--- src/rtl/perf_counter_bank_pkg.sv ---
// perf_cnt_types: shared types and constants for the performance counter bank.
// Holds the per-channel counting mode, the default bank geometry, a helper
// for deriving select widths and the channel map for standard pipeline events.
package perf_cnt_types;

    // Per-channel counting mode; the encoding matches a level_mode bit.
    typedef enum logic {
        CNT_EDGE  = 1'b0,
        CNT_LEVEL = 1'b1
    } cnt_mode_e;

    // Default bank geometry.
    localparam int PERF_N_CH_DEFAULT  = 8;
    localparam int PERF_WIDTH_DEFAULT = 16;

    // Standard channel assignment for pipeline events.
    localparam int EV_STALL         = 0;
    localparam int EV_ICACHE_MISS   = 1;
    localparam int EV_DCACHE_MISS   = 2;
    localparam int EV_BR_MISPREDICT = 3;
    localparam int EV_FLUSH         = 4;
    localparam int EV_LSU_REPLAY    = 5;
    localparam int EV_ITLB_MISS     = 6;
    localparam int EV_DTLB_MISS     = 7;

    // Channel-select width; a single-channel bank still gets a 1-bit select.
    function automatic int sel_width(input int n_ch);
        return (n_ch > 1) ? $clog2(n_ch) : 1;
    endfunction

endpackage

--- src/rtl/perf_counter_chan.sv ---
// perf_counter_chan: one event counter channel.
// Tracks edge history, detects hits (edge or level mode), applies the update
// priority clr > preload > hit and keeps a sticky overflow flag.
// Build option: PERF_CNT_SATURATE_EN makes an increment at the maximum hold
// the counter at the maximum instead of wrapping to zero.
module perf_counter_chan
    import perf_cnt_types::*;
#(
    parameter int WIDTH = PERF_WIDTH_DEFAULT
) (
    input  logic             clk,
    input  logic             reset,
    input  logic             event_line,
    input  cnt_mode_e        mode,
    input  logic             en,
    input  logic             clr,
    input  logic             wr,
    input  logic [WIDTH-1:0] wr_data,
    output logic [WIDTH-1:0] count,
    output logic             ovf,
    output logic             ovf_nxt
);

    localparam logic [WIDTH-1:0] CNT_MAX = '1;

    logic             prev;
    logic             hit;
    logic [WIDTH-1:0] count_nxt;

    // Increment policy at the top of the range: wrap or saturate.
    function automatic logic [WIDTH-1:0] inc_count(input logic [WIDTH-1:0] cur);
`ifdef PERF_CNT_SATURATE_EN
        return (cur == CNT_MAX) ? CNT_MAX : cur + WIDTH'(1);
`else
        return cur + WIDTH'(1);
`endif
    endfunction

    // Edge mode needs a low-to-high transition; level mode counts every high cycle.
    assign hit = en & event_line & ((mode == CNT_LEVEL) | ~prev);

    // Edge history follows the line every cycle, reset included, so a line
    // already high when reset drops is not mistaken for a fresh edge.
    always_ff @(posedge clk) begin
        prev <= event_line;
    end

    // Next-state with priority clr > preload > hit; a hit colliding with
    // clr or preload is dropped.
    always_comb begin
        count_nxt = count;
        ovf_nxt   = ovf;
        if (clr) begin
            count_nxt = '0;
            ovf_nxt   = 1'b0;
        end else if (wr) begin
            count_nxt = wr_data;
        end else if (hit) begin
            count_nxt = inc_count(count);
            if (count == CNT_MAX) begin
                ovf_nxt = 1'b1;
            end
        end
    end

    // Counter and sticky flag registers.
    always_ff @(posedge clk) begin
        if (reset) begin
            count <= '0;
            ovf   <= 1'b0;
        end else begin
            count <= count_nxt;
            ovf   <= ovf_nxt;
        end
    end

endmodule

--- src/rtl/perf_counter_bank.sv ---
// perf_counter_bank: N_CH independent event counters with global freeze,
// per-channel clear/preload, sticky overflow flags, an all-channel snapshot
// into shadow registers and a registered read port.
// Build option: PERF_CNT_SATURATE_EN (counters saturate instead of wrapping;
// selected inside perf_counter_chan).
module perf_counter_bank
    import perf_cnt_types::*;
#(
    parameter  int N_CH  = PERF_N_CH_DEFAULT,
    parameter  int WIDTH = PERF_WIDTH_DEFAULT,
    localparam int SEL_W = sel_width(N_CH)
) (
    input  logic             clk,
    input  logic             reset,
    input  logic [N_CH-1:0]  event_in,
    input  logic [N_CH-1:0]  level_mode,
    input  logic             count_en,
    input  logic [N_CH-1:0]  clr,
    input  logic             wr_en,
    input  logic [SEL_W-1:0] wr_sel,
    input  logic [WIDTH-1:0] wr_data,
    input  logic             snap,
    input  logic [SEL_W-1:0] rd_sel,
    input  logic             rd_shadow,
    output logic [WIDTH-1:0] rd_data,
    output logic             rd_ovf,
    output logic             ovf_any
);

    // N_CH always fits in SEL_W+1 bits, which keeps the range check exact.
    localparam logic [SEL_W:0] N_CH_L = (SEL_W + 1)'(N_CH);

    logic [WIDTH-1:0] live_cnt   [N_CH];
    logic [N_CH-1:0]  live_ovf;
    logic [N_CH-1:0]  ovf_nxt;
    logic [WIDTH-1:0] shadow_cnt [N_CH];
    logic [N_CH-1:0]  shadow_ovf;
    logic             rd_in_range;
    logic [WIDTH-1:0] rd_data_p1;
    logic             rd_ovf_p1;
    logic             ovf_any_p1;

    // One counter channel per event line; an out-of-range wr_sel matches none.
    for (genvar i = 0; i < N_CH; i++) begin : g_chan
        logic wr_hit;
        assign wr_hit = wr_en & (wr_sel == SEL_W'(i));

        perf_counter_chan #(
            .WIDTH(WIDTH)
        ) u_chan (
            .clk       (clk),
            .reset     (reset),
            .event_line(event_in[i]),
            .mode      (cnt_mode_e'(level_mode[i])),
            .en        (count_en),
            .clr       (clr[i]),
            .wr        (wr_hit),
            .wr_data   (wr_data),
            .count     (live_cnt[i]),
            .ovf       (live_ovf[i]),
            .ovf_nxt   (ovf_nxt[i])
        );
    end

    // Snapshot captures the pre-update live state of the same cycle.
    always_ff @(posedge clk) begin
        if (reset) begin
            for (int i = 0; i < N_CH; i++) begin
                shadow_cnt[i] <= '0;
            end
            shadow_ovf <= '0;
        end else if (snap) begin
            for (int i = 0; i < N_CH; i++) begin
                shadow_cnt[i] <= live_cnt[i];
            end
            shadow_ovf <= live_ovf;
        end
    end

    assign rd_in_range = ({1'b0, rd_sel} < N_CH_L);

    // ---- read stage p1: registered read of pre-update state ----
    // Registered read mux; unmapped selects read as zero.
    always_ff @(posedge clk) begin
        if (reset) begin
            rd_data_p1 <= '0;
            rd_ovf_p1  <= 1'b0;
        end else if (!rd_in_range) begin
            rd_data_p1 <= '0;
            rd_ovf_p1  <= 1'b0;
        end else if (rd_shadow) begin
            rd_data_p1 <= shadow_cnt[rd_sel];
            rd_ovf_p1  <= shadow_ovf[rd_sel];
        end else begin
            rd_data_p1 <= live_cnt[rd_sel];
            rd_ovf_p1  <= live_ovf[rd_sel];
        end
    end

    // Summary flag built from the post-update flags so it tracks them cycle-exactly.
    always_ff @(posedge clk) begin
        if (reset) begin
            ovf_any_p1 <= 1'b0;
        end else begin
            ovf_any_p1 <= |ovf_nxt;
        end
    end

    assign rd_data = rd_data_p1;
    assign rd_ovf  = rd_ovf_p1;
    assign ovf_any = ovf_any_p1;

endmodule
--- config.mk ---
export PLATFORM = sky130hd
export DESIGN_NAME = perf_counter_bank
export DESIGN_NICKNAME = d
export VERILOG_FILES = /design/src/rtl/perf_counter_bank_pkg.sv /design/src/rtl/perf_counter_chan.sv /design/src/rtl/perf_counter_bank.sv
export SDC_FILE = /design/constraint.sdc
export NUM_CORES = 1
export LEC_CHECK = 0
export CAP_MARGIN = 40
export CORE_ASPECT_RATIO = 0.6
export CORE_MARGIN = 5
export CORE_UTILIZATION = 55
export DETAILED_ROUTE_END_ITERATION = 8
export PLACE_DENSITY = 0.77
export SKIP_LAST_GASP = 1
export SLEW_MARGIN = 20
export SYNTH_ARGS = -nofsm -noshare
export SYNTH_HDL_FRONTEND = slang
export SYNTH_SLANG_ARGS = --single-unit
--- constraint.sdc ---
create_clock -name clk -period 3.3 [get_ports clk]
set_input_delay 0.495 -clock clk [delete_from_list [all_inputs] [get_ports clk]]
set_output_delay 0.495 -clock clk [all_outputs]
set_load 0.05 [all_outputs]
After elaboration in Yosys (flattened, before gate mapping). Memory sizes are Yosys's and may differ from the RTL's. Cells that the tools add are included.

Flip-flop bits (word level): 170. Bits in writable memories: 128. Input port bits: 52. Output and inout bits: 18. Logic and storage cells: 191. Memories kept: 1.

Memory list: shadow_cnt (depth 8, width 16, rd ports 1, clocked after Yosys merged registers in 0, wr ports 8, RTL line perf_counter_bank.sv:36) `logic [WIDTH-1:0] shadow_cnt [N_CH];`.

Add/sub/neg operators: 8. Magnitude comparators: 2. Equality and inequality tests: 15. Mux-type cells: 70. Bitwise logic cells: 49. Reductions and logical operators: 18.

Operators by type and width (number): 16-bit 2-to-1 mux (27); 16-bit by 1-bit adder with 16-bit output, second input constant (8); 16-bit equality test, second input constant (8); 16-bit binary-select mux with 3-bit select (1); 1-bit 2-to-1 mux (40); 1-bit AND (24); 1-bit bitwise OR (16); 2-bit nonzero test (8); 2-bit OR reduction (8); 3-bit equality test, second input constant (4); 1-bit inverter (8); 8-bit OR reduction (1); 1-bit binary-select mux with 3-bit select (2); 3-bit by 2-bit equality test with 1-bit output, second input constant (2); 4-bit >= comparator, second input constant (1); 3-bit by 4-bit < comparator with 1-bit output, second input constant (1); 3-bit inverter with 4-bit output (1); 3-bit by 1-bit equality test with 1-bit output, second input constant (1); 3-bit zero test (1).

Longest topological paths before layout.
Depth after elaboration: 7. Mapped depth: 7. Mapped depth without buffers: 6.

Hierarchy. From an unflattened synthesis, not the netlist that was laid out.

Cell total of the unflattened synthesis: 1494. Area total of the unflattened synthesis: 15492.4 µm².

By module, submodules not included: perf_counter_bank (times used 1, cells an instance 606, area an instance 7805.0 µm², sequential area each 4364.2 µm²); perf_counter_chan (times used 8, cells an instance 111, area an instance 960.9 µm², sequential area each 360.3 µm²).

Worst setup path after synthesis. Ideal clock, no wire load.

Kind: in2reg. Start point: input port reset. End point: memory shadow_cnt[0][0] (netlist bit), enable pin. Library setup time: 433 ps. Arrival time: 2656 ps. Data required time: 2867 ps. Slack: 211 ps. Cell stages on the path: 3. Path buffers: 2. Path through: clkbuf_1 clkbuf_1 or2_2.

RTL lines: start: declaration (RTL line perf_counter_bank.sv:14) `input logic reset,`; end: declaration (RTL line perf_counter_bank.sv:36).

Final worst setup path.
Start point: input port count_en. End point: register ovf_any_p1, in the netlist ovf_any.

Word-level cells in the longest chain between the ends: 6. Elaborated cells between the ends (all ways): 41. Those cells by class: mux (24); bitwise (16); reduce/logical (1).

RTL lines: start: declaration (RTL line perf_counter_bank.sv:17) `input logic count_en,`; 1-bit AND (2 in a row) (RTL line perf_counter_chan.sv:40) `assign hit = en & event_line & ((mode == CNT_LEVEL) | ~prev);`; 1-bit 2-to-1 mux (RTL line perf_counter_chan.sv:58) `end else if (hit) begin`; 1-bit 2-to-1 mux (RTL line perf_counter_chan.sv:56) `end else if (wr) begin`; 1-bit 2-to-1 mux (RTL line perf_counter_chan.sv:53) `if (clr) begin`; 8-bit OR reduction (*) (RTL line perf_counter_bank.sv:105) `ovf_any_p1 <= |ovf_nxt;`; end signal: assignment (RTL line perf_counter_bank.sv:105); end: declaration (RTL line perf_counter_bank.sv:41) `logic ovf_any_p1;`.

Mark *: on every way between the ends. The rest lies on a longest branch, timed or not. A chain may end at the register's enable or synchronous reset.

==> flow_summary.yaml <==
run_status:
  status: "finished clean"
clock_tree:
  numCtsBuffers: 28
  cts_resized: 0
  clock_latency_ps: 560
  cts_hold_buffers: 0
  post_cts_buffers: 0
  clkTransAtPathRegs_ps: 70
  cts_tree: "done"
  cts_buffer_depth: 3
  cts_root_buffer: "clkbuf_16"
  cts_sinks: 298
  ctsHtreeMaxLevel: 1
worst_setup_path:
  crit_chain: "clkdlybuf4s50_1 > buf_4 > nand2_1 > or3b_1 > nor4_1 > a222oi_1 > a31oi_1"
  path_class: "in -> reg"
  rrSetupSlack_ps: 1150
  crit_path_end: "ovf_any"
  max_stage_delay_ps: 620
  crit_start: "count_en"
  r2r-end: "g_chan[6].u_chan.count[12]"
  r2r_cells: 6
  cp-end-kind: "register"
  path_buf_inv: 2
  crit_required_ps: 3780
  r2r_start: "g_chan[6].u_chan.count[5]"
  crit_cells: 7
  critPathMaxFanout: 7
  arrival_ps: 2760
  critPathSlowestCell: "clkdlybuf4s50_1"
  crit_family: "simple AND/OR/NAND/NOR gates"
  cp-start-kind: "input port"
logic_synthesis:
  synth_top_family_by_area: "simple AND/OR/NAND/NOR gates"
  netlist_area_sq_um: 15100
  synthXorXnorAreaFrac_pct: 6.11
  synth.net_count: 1420
  synth_compound_area_share_pct: 8.23
  muxShareOfSynthArea_pct: 13.7
  synth_seq_cells: 298
  synth_edf_count: 128
  yosys_warnings: 0
  async_flop_share_pct: 0
  synth_area_per_cell_sq_um: 11.1
  synthCells: 1360
  ys_seq_area_share_pct: 48.2
  synth_adder_area_share_pct: 0.665
  yosys.area_share.simple_pct: 19.7
  synth_flop_cell: "dfxtp_1"
  synth_cell_types: 54
floorplanning:
  io_pins: 70
  die_area_sq_um: 30900
  die_h_um: 138
  rows: 46
  coreArea_sq_um: 26700
  start_util_pct: 56.4
  fp.dieW_um: 224
power_and_ir_drop:
  powerDensity_nw_per_um2: 460
  worst_ir_drop_vdd_uv: 331
  comb_power_share_pct: 8.0
  swShare_pct: 23.6
  finalPower_mw: 7.81
  intPower_mw: 5.97
  p_leak_nw: 5.82
  power.share.clock_pct: 40.6
  netSwitchingPower_mw: 1.84
  sequentialPowerShare_pct: 51.4
global_route:
  busiest_layer: "met1"
  grt_pass1_wl_um: 65400
  grt_antenna_before_repair: 2
  track_usage_pct: 27.0
  globalRouteOverflowTotal: 0
  grt_use_met3_pct: 6.11
  use_met1_pct: 42.2
  use_met2_pct: 38.7
  grt_max_degree: 97
  first_global_vias: 10600
routing:
  drc: 0
  wire_per_inst_um: 24.0
  first_pass_iters: 5
  via_per_inst: 6.41
  vias: 11400
  ant_nets: 0
  drtIter0Drc: 1556
  drt-total-wl_um: 42500
placed_design:
  gp_congestion: 0.996
  placed_area_sq_um: 16100
  pre_cts_ws_ps: 477
  io_buffers: 69
  hpwl_um: 29800
timing:
  hold_viol_final: 0
  slew_headroom_pct: 48.7
  worst_pin_slew_ps: 769
  fin_worst_skew_ps: 12.2
  setup_violations: 0
  fin_ws_ps: 1020
  hold_ws_ps: 393
  slew_violations: 0
  period_share_pct: 69.2
  period_minus_slack_ps: 2280
  fin_tns_setup_ps: 0
  grt_setup_unrepaired: "false"
  max_freq_ghz: 0.438
flow_run:
  cap_violations: 0
cells_and_area:
  drive_above_1_share_pct: 13.2
  antenna_cells: 0
  final_net_count: 1450
  final_area_sq_um: 17000
  area_growth_pct: 12.7
min_path:
  hold_path_class: "in -> reg"
## worst min-delay path by stage
stage                     slack, ps              endpoint                  from  cells past startpoint
after floorplan                 440  g_chan[7].u_chan.ovf  g_chan[7].u_chan.ovf                      2
after global placement          470  g_chan[7].u_chan.ovf  g_chan[7].u_chan.ovf                      2
after detailed placement        480         shadow_ovf[4]         shadow_ovf[4]                      2
after CTS                       340  g_chan[6].u_chan.ovf                 reset                      3
after global routing            370  g_chan[6].u_chan.ovf                 reset                      3
final                           390  g_chan[6].u_chan.ovf                 reset                      3
## synthesized netlist by cell type (all sizes together) (21+ instances only)
library cell,count,area share [%]
and2,102,4.2
a211oi,101,5.0
nand3,39,1.3
inv,21,0.52
nand2,59,1.5
xnor2,46,2.7
nor2,144,3.6
nor2b,62,2.6
mux4,85,13
nor3,22,0.76
buf,29,1.0
o21ai,27,0.90
nand4,31,1.3
dfxtp,170,23
edfxtp,128,26
clkbuf,77,2.0
xor2,59,3.4
## worst reg2reg max path: stages, from the launching register on
cell and delay, ps:
dfxtp_1 450, and4_1 390, nor4b_2 260, buf_4 200, or3b_1 370, xor2_1 150, a211oi_1 240
## placed cells by master, fill, tap and decap left out, types with 7 or more instances in the layout
cell	count
and4_1	14
nor3_1	21
nor4_1	17
and3_1	16
nand3_1	39
nand4_1	30
xnor2_1	46
nand2_1	59
ha_1	8
a211oi_1	101
clkdlybuf4s50_1	66
or2_2	10
mux2i_1	14
buf_4	34
o21ai_0	27
clkbuf_16	29
dfxtp_1	170
or3_1	14
and2_1	102
inv_1	21
clkbuf_8	7
edfxtp_1	128
xor2_1	59
nor2b_1	61
clkbuf_1	9
a311oi_1	14
mux4_2	85
a21oi_1	14
nor2_1	144
## power by group through the flow
stage          logic, mW  registers (mW)  clock network [mW]
2_1_floorplan      0.365            4.10                   0
3_3_place_gp       0.604            4.09                   0
3_5_place_dp       0.614            4.09                   0
4_1_cts            0.620            4.01                3.21
5_1_grt            0.657            4.02                3.35
6_report           0.621            4.02                3.17
## routing by layer
metal	up-vias	part of all wire, %
li1	5073	-
met1	5569	43
met2	643	43
met3	71	11
met4	2	2.3
met5	-	0.026
## cell type report
cell class	count	area, sq um
tap	360	450
sequential	298	7250
fill	2142	9740
multi-input combinational	935	7280
timing repair buffer	106	1020
clock inverter	7	33.8
inverter	21	78.8
clock buffer	45	856
## registers in the layout, summed over array words and instances, names as in the netlist
name / flops
rd_data: 16
g_chan.u_chan.prev: 8
g_chan.u_chan.count: 128
g_chan.u_chan.ovf: 8
ovf_any: 1
shadow_ovf: 8
shadow_cnt: 128
rd_ovf: 1
## cell families (layout without fill, tap and decap cells)
kind of cell / after synthesis / in the layout
fa+ha+maj: 8 / 8
flops: 298 / 298
compound gates: 174 / 174
simple gates: 549 / 549
buf+inv: 127 / 179
mux: 99 / 99
xor+xnor: 105 / 105
## metrics by stage
step                      util, %  instances
final                        63.5       1772
after global routing         63.5       1772
after CTS                    63.5       1772
after detailed placement     60.2       1720
after global placement       60.2       1720
after floorplan                 -       1360
Note: power is estimated with default switching activity, not from simulation.
